$ cat src/rtl/lut_mult_seq_ctrl.sv
// Nibble-serial constant multiplier sequencer: out_c = in_x * A_CONST,
// one 4-bit digit LUT lookup per cycle, MSB digit first.
//
// Ports:
//   clk, rst_n          clock, async active-low reset
//   in_valid/in_ready   operand handshake, in_x = operand
//   out_valid/out_ready product handshake, out_c = product
//   busy                high while an operation is in flight
module lut_mult_seq_ctrl #(
  parameter int unsigned A_CONST = 2,
  parameter int unsigned NIBBLES = 4,
  parameter int unsigned A_WIDTH = 8
) (
  input  logic                         clk,
  input  logic                         rst_n,
  input  logic                         in_valid,
  output logic                         in_ready,
  input  logic [4*NIBBLES-1:0]         in_x,
  output logic                         out_valid,
  input  logic                         out_ready,
  output logic [4*NIBBLES+A_WIDTH-1:0] out_c,
  output logic                         busy
);

  localparam int unsigned XW = 4 * NIBBLES;
  localparam int unsigned OW = XW + A_WIDTH;
  localparam int unsigned LW = A_WIDTH + 4;
  localparam int unsigned CW =
    (NIBBLES > 1) ? $clog2(NIBBLES) : 1;

  typedef enum logic [1:0] {
    S_IDLE,
    S_RUN,
    S_DONE
  } state_e;

  state_e state_q, state_d;

  logic [XW-1:0] x_q, x_d;
  logic [OW-1:0] acc_q, acc_d;
  logic [CW-1:0] cnt_q, cnt_d;

  logic [3:0]    nib;
  logic          last;
  logic [LW-1:0] lut [16];

  // Digit products d*A_CONST, fixed at elaboration.
  for (genvar d = 0; d < 16; d++) begin : g_lut
    assign lut[d] = LW'(d * A_CONST);
  end

  assign last = (cnt_q == CW'(NIBBLES - 1));

  // Digit select: cnt 0 picks the most significant nibble.
  always_comb begin
    nib = '0;
    for (int i = 0; i < NIBBLES; i++) begin
      if (cnt_q == CW'(NIBBLES - 1 - i)) begin
        nib = x_q[4*i +: 4];
      end
    end
  end

  // State register
  always_ff @(posedge clk or negedge rst_n) begin
    if (!rst_n) begin
      state_q <= S_IDLE;
    end else begin
      state_q <= state_d;
    end
  end

  // Next-state logic
  always_comb begin
    state_d = state_q;
    unique case (state_q)
      S_IDLE: if (in_valid) state_d = S_RUN;
      S_RUN:  if (last) state_d = S_DONE;
      S_DONE: if (out_ready) state_d = S_IDLE;
      default: state_d = S_IDLE;
    endcase
  end

  // Output decode
  always_comb begin
    in_ready  = 1'b0;
    out_valid = 1'b0;
    busy      = 1'b0;
    unique case (state_q)
      S_IDLE: in_ready = 1'b1;
      S_RUN:  busy = 1'b1;
      S_DONE: begin
        out_valid = 1'b1;
        busy      = 1'b1;
      end
      default: in_ready = 1'b0;
    endcase
  end

  // Datapath: operand capture and shift-accumulate
  always_comb begin
    x_d   = x_q;
    acc_d = acc_q;
    cnt_d = cnt_q;
    if (state_q == S_IDLE && in_valid) begin
      x_d   = in_x;
      acc_d = '0;
      cnt_d = '0;
    end else if (state_q == S_RUN) begin
      // Product fits OW exactly, so truncation never loses bits.
      acc_d = (acc_q << 4) + OW'(lut[nib]);
      cnt_d = last ? '0 : cnt_q + CW'(1);
    end
  end

  always_ff @(posedge clk or negedge rst_n) begin
    if (!rst_n) begin
      x_q   <= '0;
      acc_q <= '0;
      cnt_q <= '0;
    end else begin
      x_q   <= x_d;
      acc_q <= acc_d;
      cnt_q <= cnt_d;
    end
  end

  assign out_c = acc_q;

endmodule

$ cat config.mk
export PLATFORM = sky130hd
export DESIGN_NAME = lut_mult_seq_ctrl
export DESIGN_NICKNAME = d
export VERILOG_FILES = /design/src/rtl/lut_mult_seq_ctrl.sv
export SDC_FILE = /design/constraint.sdc
export NUM_CORES = 1
export LEC_CHECK = 0
export BUFFER_PORTS_ARGS = -buffer_cell sky130_fd_sc_hd__buf_2
export CORE_MARGIN = 4
export CORE_UTILIZATION = 56
export DETAILED_ROUTE_END_ITERATION = 6
export PLACE_DENSITY = 0.88
export REMOVE_ABC_BUFFERS = 1
export SLEW_MARGIN = 20
export SYNTH_ARGS = -nofsm -noshare
export SYNTH_HDL_FRONTEND = slang
export SYNTH_SLANG_ARGS = --single-unit
$ cat constraint.sdc
create_clock -name clk -period 4 [get_ports clk]
set_input_delay 0.2 -clock clk [delete_from_list [all_inputs] [get_ports clk]]
set_output_delay 0.2 -clock clk [all_outputs]
set_load 0.1 [all_outputs]
==> out/summary.md, run 1 <==
The register clock-pin slew on the reported worst setup and hold paths is 0.12 ns, and the total congestion overflow after global routing is 0. The first routing iteration left 117 violations. The post-synthesis cell area is 0.001943 mm2. The final hold violation count was 0. The number of hold buffers added after cts was 1; the post-route DRC violation count was 0.

Setup repair after global routing left no endpoint under its margin. The tools report the arrival time of the worst setup path as 2.11 ns. First-pass GRT wire length: 5871 um.

Relative to the synthesized area, the layout overhead comes to 17.71%. For the sequential cell area in the final layout, the log shows 0.001076 mm2. In this run the core area contains 21 standard-cell rows.

The number of max-slew violations in the final report came out at 0. The critical path class was flop to flop. The share of the Yosys chip area taken by registers is 55.38%. Max-cap violations in this run came to 0.

The final layout contains routed wiring with a total length of 3483 um. In the final routed layout, each cell accounts on average for 12.40 um. The total area of multi-input combinational cells was 785.8 um2; the pin count of the biggest net entering global routing was 44.

Post-synthesis sequential element count: 43. The core region is 0.003337 mm2. The tools report the overall die area as 0.004476 mm2. The tools report the max-slew headroom at the worst pin as 40.65%. The die span in x came out at 66.91 um. The vertical die dimension was 66.91 um; the number of distinct library cells after synthesis was 20.

In this run the number of H-tree levels came out at 2. For the number of inserted filler cells in the final layout, the log shows 259. The detail route stage leaves a number of antenna-violating nets equal to 0.

STA puts the critical path data required time at 4.25 ns. The mean area per synthesized cell is 10.23 um2, and the clock buffer count from CTS is 5. The number of nets in the finished design was 264. The run finished with clean final reports.

The first-pass iteration count of the detailed router was 4; the clock insertion delay at the later pin of the skew report was 0.36 ns. The count of buffers from port buffering works out to 45. The worst setup path is captured at a flop. CTS placed an instance of clkbuf_4 at the clock tree root. Setup violations remaining at the end of the flow were counted as 0. Summing over every cut layer, the via total after detailed routing is 1,418. Counting I/O delays and the setup requirement, the final critical path takes 1.867 ns. The final HPWL from detailed placement is 2456 um, and the setup fix buffers added after clock tree synthesis is 0. For the final routed database, the setup TNS stands at 0 ns.

The achievable clock frequency is 535.6 MHz. The ratio of final minimum period to clock period was 46.68%; the final weighted congestion in routability-driven placement was 0.7450. At the pin with the least slew margin, the transition time is 0.8903 ns. The maximum clock path buffer count is 2.

For the number of antenna violations at the first check in global routing, the log shows 0. The post-cts repair resize count was 0; the maximum fanout along the worst path was 29. The top cell types in the final layout, fill and taps aside, are nand2_1 (54), buf_2 (45), dfrtp_1 (43). The share of post-route cells with drive strength above 1 was 22.98%. Yosys printed 0 warnings. The kind of launch point of the worst setup path was a flop.

The worst min-delay path class is input pin to flop. TritonCTS built the clock tree. Synthesis handed over a netlist of 190 instances. Leading cell type in the layout, fill and taps excluded: nand2_1. For this design the top-level I/O count stands at 47. For this configuration, the core starts out at a cell density of 58.23%.

Between clock sinks in the finished design, the worst skew comes to 0.009513 ns. The tools report the via count of the first global-routing pass as 1,326. For this run, the total global-route usage over all layers was measured as 17.64%. 0 antenna diodes ended up in the layout. The per-cell via count in the routed design works out to 5.046. For the TritonCTS sink count, the log shows 43.
## worst paths after layout
kind                            startpoint    endpoint  slack, ns  depth (start not counted)
worst max-delay path            state_q[1]  state_q[0]       2.13                          5
worst min-delay path               in_x[5]      x_q[5]       0.02                          3
worst max register to register  state_q[1]  state_q[0]       2.13                          5
worst min register to register     x_q[14]     x_q[14]       0.49                          2
max in group asynchronous            rst_n     x_q[14]       2.96                          2
min in group asynchronous            rst_n   out_c[21]       0.49                          2
## cells in the mapped netlist
| library cell | instances | area [um2] |
|---|---|---|
| a21oi_1 | 4 | 20.02 |
| nor2_1 | 22 | 82.58 |
| nand2b_1 | 1 | 6.260 |
| nand2_1 | 54 | 202.7 |
| ha_1 | 9 | 112.6 |
| dfrtp_1 | 43 | 1076 |
| nand3b_1 | 5 | 37.54 |
| nor3b_2 | 1 | 12.51 |
| mux2_1 | 2 | 22.52 |
| clkbuf_1 | 2 | 7.510 |
| mux2i_1 | 21 | 210.2 |
| o211ai_1 | 1 | 7.510 |
| a31oi_1 | 4 | 25.02 |
| a222oi_1 | 1 | 10.01 |
| inv_1 | 7 | 26.28 |
| buf_4 | 3 | 22.52 |
| buf_2 | 5 | 25.02 |
| and2_1 | 1 | 6.260 |
| conb_1 | 1 | 3.750 |
| o221ai_1 | 3 | 26.28 |
## per-stage QoR
step / hold slack [ns] / cells / worst slack, ns / instance area [um2] / utilization [%]
after detailed placement: 0.3738 / 273 / 2.113 / 2206 / 66.10
after floorplan: -0.09559 / 180 / 1.615 / 1888 / -
after global routing: 0.01452 / 281 / 2.015 / 2287 / 68.54
after global placement: 0.3751 / 272 / 2.101 / 2178 / 65.28
final: 0.01994 / 281 / 2.133 / 2287 / 68.54
after CTS: 0.005442 / 281 / 2.093 / 2287 / 68.54
## sequential cells by signal, indices dropped and copies added (netlist names)
signal and flops:
cnt_q 2, out_c 23, state_q 2, x_q 16
## logic make-up (layout without fill, tap and decap cells)
logic type      Yosys count  in the layout  synth area share, %
buf+inv                  17             62                4.186
compound gates           13             13                4.572
flops                    43             43                55.38
fa+ha+maj                 9              9                5.795
other cells               1              1               0.1930
simple gates             84             84                17.90
mux                      23             23                11.98
## final cells by class
| type | instances | area share (%) |
|---|---|---|
| tap | 46 | 2.516 |
| timing repair buffer | 48 | 11.82 |
| sequential | 43 | 47.05 |
| inverter | 7 | 1.149 |
| clock inverter | 1 | 1.313 |
| clock buffer | 6 | 1.805 |
| multi-input combinational | 130 | 34.35 |
## routing by layer
layer  part of all wire (%)  GRT usage (%)  wire (um)  up-vias
li1                       -              -          -      713
met1                     44          21.65       1527      642
met2                     46          28.34       1607       56
met3                    7.2          3.879        251        7
met4                    2.8          10.38         97        0
met5                      0              0          0        -
## worst max-delay path, cell delays in order (launching register included)
cell and delay, ns:
dfrtp_1 0.37, inv_1 0.09, ha_1 0.19, buf_4 0.25
a222oi_1 0.49, mux2_1 0.36
Power of run 1 is not shown: default switching activity piles up to over one toggle a cycle in this logic, so the estimate is an artifact.
==> run 2: changes to the inputs <==
--- a/config.mk
+++ b/config.mk
@@ -7,9 +7,9 @@
 export LEC_CHECK = 0
 export BUFFER_PORTS_ARGS = -buffer_cell sky130_fd_sc_hd__buf_2
 export CORE_MARGIN = 4
-export CORE_UTILIZATION = 56
+export CORE_UTILIZATION = 52
 export DETAILED_ROUTE_END_ITERATION = 6
-export PLACE_DENSITY = 0.88
+export PLACE_DENSITY = 0.83
 export REMOVE_ABC_BUFFERS = 1
 export SLEW_MARGIN = 20
 export SYNTH_ARGS = -nofsm -noshare
==> constraint.sdc (replaced) <==
create_clock -name clk -period 1.8 [get_ports clk]
set_input_delay 0.09 -clock clk [delete_from_list [all_inputs] [get_ports clk]]
set_output_delay 0.09 -clock clk [all_outputs]
set_load 0.1 [all_outputs]
==> out/summary.md, run 2 (synthesis gave the netlist of run 1 again) <==
The post-route core utilization is 71.39% (+2.9 points). Slew at the pin with the worst max-slew slack: 0.5252 ns (-0.3651 ns). The post-layout minimum cycle time was 1.659 ns (-0.2081 ns). The setup fix buffers added after clock tree synthesis was 0 (unchanged). The worst min-delay path class is input pin to flop. The post-cts repair resize count is 0 (unchanged). Number of hold buffers added after cts: 16 (+15). The logs give 2 (unchanged) for the maximum clock path buffer count and 0 (unchanged) for the number of violations of the max-capacitance limit. The starting density of the core came out at 56.02% (-2.2 points). Setup repair after global routing left no endpoint under its margin.

The number of inserted filler cells in the final layout was 266 (+2.7%); the overall die area was 0.004779 mm2 (+6.8%). Per-cell via count in the routed design: 4.977 (-1.4%). The clock buffer count from CTS came out at 5 (unchanged). The die span in x was 69.13 um (+3.3%). The maximum fanout along the worst path came out at 28 (-3.4%). In this run the critical register-to-register path is captured at out_c[1].

The slowest stage cell on the critical path is dfrtp_1. The max-slew headroom at the worst pin is 64.99% (+24 points), and the ratio of final minimum period to clock period is 92.16% (+45 points). Via count of the first global-routing pass: 1,489 (+12%). The tools report the clock insertion delay at the later pin of the skew report as 0.29 ns (-0.07 ns).

The wire length after detailed routing came out at 3883 um (+11%). The run gives 0 (unchanged) as the final hold violation count. Walking the worst path, the cells encountered are inv_1 > ha_1 > buf_4 > nand2_1 > o221ai_1 > a31oi_1. The number of nets in the finished design came out at 281 (+6.4%). The leading cell type in the layout, fill and taps excluded is nand2_1.

The endpoint of the worst setup timing path is out_c[1]. The vertical die dimension was 69.13 um (+3.3%). In this run the critical register-to-register path is launched from state_q[1]. For the minimum setup slack among reg-to-reg paths, the log shows 0.14 ns (-1.99 ns). The worst setup path is captured at a flop.

Count of cells along the worst register-to-register path: 6 (+1). The total congestion overflow after global routing is 0 (unchanged), and the final cell count without fillers is 298 (+6.0%). The logs give 44 (unchanged) for the pin count of the biggest net entering global routing and 0.01819 ns (-0.001755 ns) for the final-layout worst hold slack. The run gives 275 (+0.73%) as the placed cell count.

Register clock-pin slew on the reported worst setup and hold paths: 0.07 ns (-0.05 ns). The final HPWL from detailed placement was 2613 um (+6.4%); the required time at the worst-slack endpoint was 1.97 ns (-2.28 ns). The cell type group with the largest total delay on the critical path was buffers and inverters. The final setup violation count came out at 0 (unchanged).

Leaving out fill and tap cells, the most frequent cells in the layout are nand2_1 (54), buf_2 (45), dfrtp_1 (43). The flow ran to the end, and the final reports show no timing, DRC or antenna violations. The arrival time of the worst setup path was 1.83 ns (-0.28 ns). The logs give 86 (-26%) for the number of DRC markers in iteration 0 and 0 (unchanged) for the antenna violation net count after detailed routing. For the first-pass GRT wire length, the log shows 6831 um (+16%).

The TritonCTS sink count is 43 (unchanged), and the global routing usage summed across all routing layers is 17.63% (about the same). The tools report the floorplan core area as 0.003468 mm2 (+3.9%). STA classifies the critical path startpoint as a flop.

The final weighted congestion in routability-driven placement was 0.7522 (+0.97%). Post-route DRC violation count: 0 (unchanged). The achievable clock frequency came out at 602.8 MHz (+13%). Relative to the synthesized area, the layout overhead comes to 27.43%.

The worst clock skew on the final layout was 0.004764 ns (-0.004750 ns); the count of cell instances traversed by the critical path was 6 (+1). The number of flip-flops in the largest register came out at 23 (unchanged). The tree is rooted in a clkbuf_8.

The stage delay of the slowest cell on the critical path is 0.40 ns (-0.09 ns), and the routed via count is 1,483 (+4.6%). TritonCTS built the clock tree. The first-pass iteration count of the detailed router was 4 (unchanged); the count of buffers from port buffering was 45 (unchanged). The number of antenna violations at the first check in global routing was 0 (unchanged).

The most critical setup path has its startpoint at state_q[1]. The tools report the number of ports placed on the die boundary as 47 (unchanged). The H-tree depth is 2 (unchanged), and the number of max-slew violations in the final report is 0 (unchanged). The critical path is of the flop to flop type.

Final antenna diode count: 0 (unchanged). The number of placement rows was 21 (unchanged); the share of post-route cells with drive strength above 1 was 22.22% (-0.76 points). The post-detailed-route wirelength per cell is 13.03 um (+5.1%), and the number of buffer and inverter instances along the worst setup path is 2 (unchanged).
-- run 2: layout make-up --
| cell class | count | area (um2) | area share, % |
|---|---|---|---|
| tap | 46 | 57.56 | 2.324 |
| multi-input combinational | 130 | 785.8 | 31.73 |
| clock inverter | 1 | 30.03 | 1.213 |
| timing repair buffer | 65 | 427.9 | 17.28 |
| clock buffer | 6 | 72.57 | 2.931 |
| sequential | 43 | 1076 | 43.46 |
| inverter | 7 | 26.28 | 1.061 |
-- run 2: metrics by stage --
| step | instance area, um2 | TNS (ns) | worst slack [ns] |
|---|---|---|---|
| after CTS | 2476 | 0 | 0.1350 |
| final | 2476 | 0 | 0.1411 |
| after detailed placement | 2213 | 0 | 0.1459 |
| after global placement | 2213 | 0 | 0.2037 |
| after floorplan | 1888 | -24.05 | -0.5851 |
| after global routing | 2476 | 0 | 0.006037 |
-- run 2: worst min-delay path by stage --
| stage | slack (ns) | endpoint | cells past startpoint | from |
|---|---|---|---|---|
| floorplan | -0.21 | cnt_q[0] | 0 | rst_n |
| global placement | 0.18 | out_c[23] | 2 | rst_n |
| detailed placement | 0.19 | out_c[23] | 2 | rst_n |
| CTS | 0.003 | x_q[14] | 3 | in_x[14] |
| global route | 0.02 | x_q[14] | 3 | in_x[14] |
| finish | 0.02 | x_q[14] | 3 | in_x[14] |
-- run 2: metal layers --
metal  global-route usage (%)  wire [um]  vias up
li1                         -          -      739
met4                    6.508         53        0
met3                    5.233        225        5
met2                    28.39       1878       45
met5                        0          0        -
met1                    22.44       1726      694
-- run 2: tightest hold or removal path: stages --
cell	delay (ns)
buf_2	0.09
nand2_1	0.04
nand2_1	0.05
Power of run 2 is left out for the same reason.
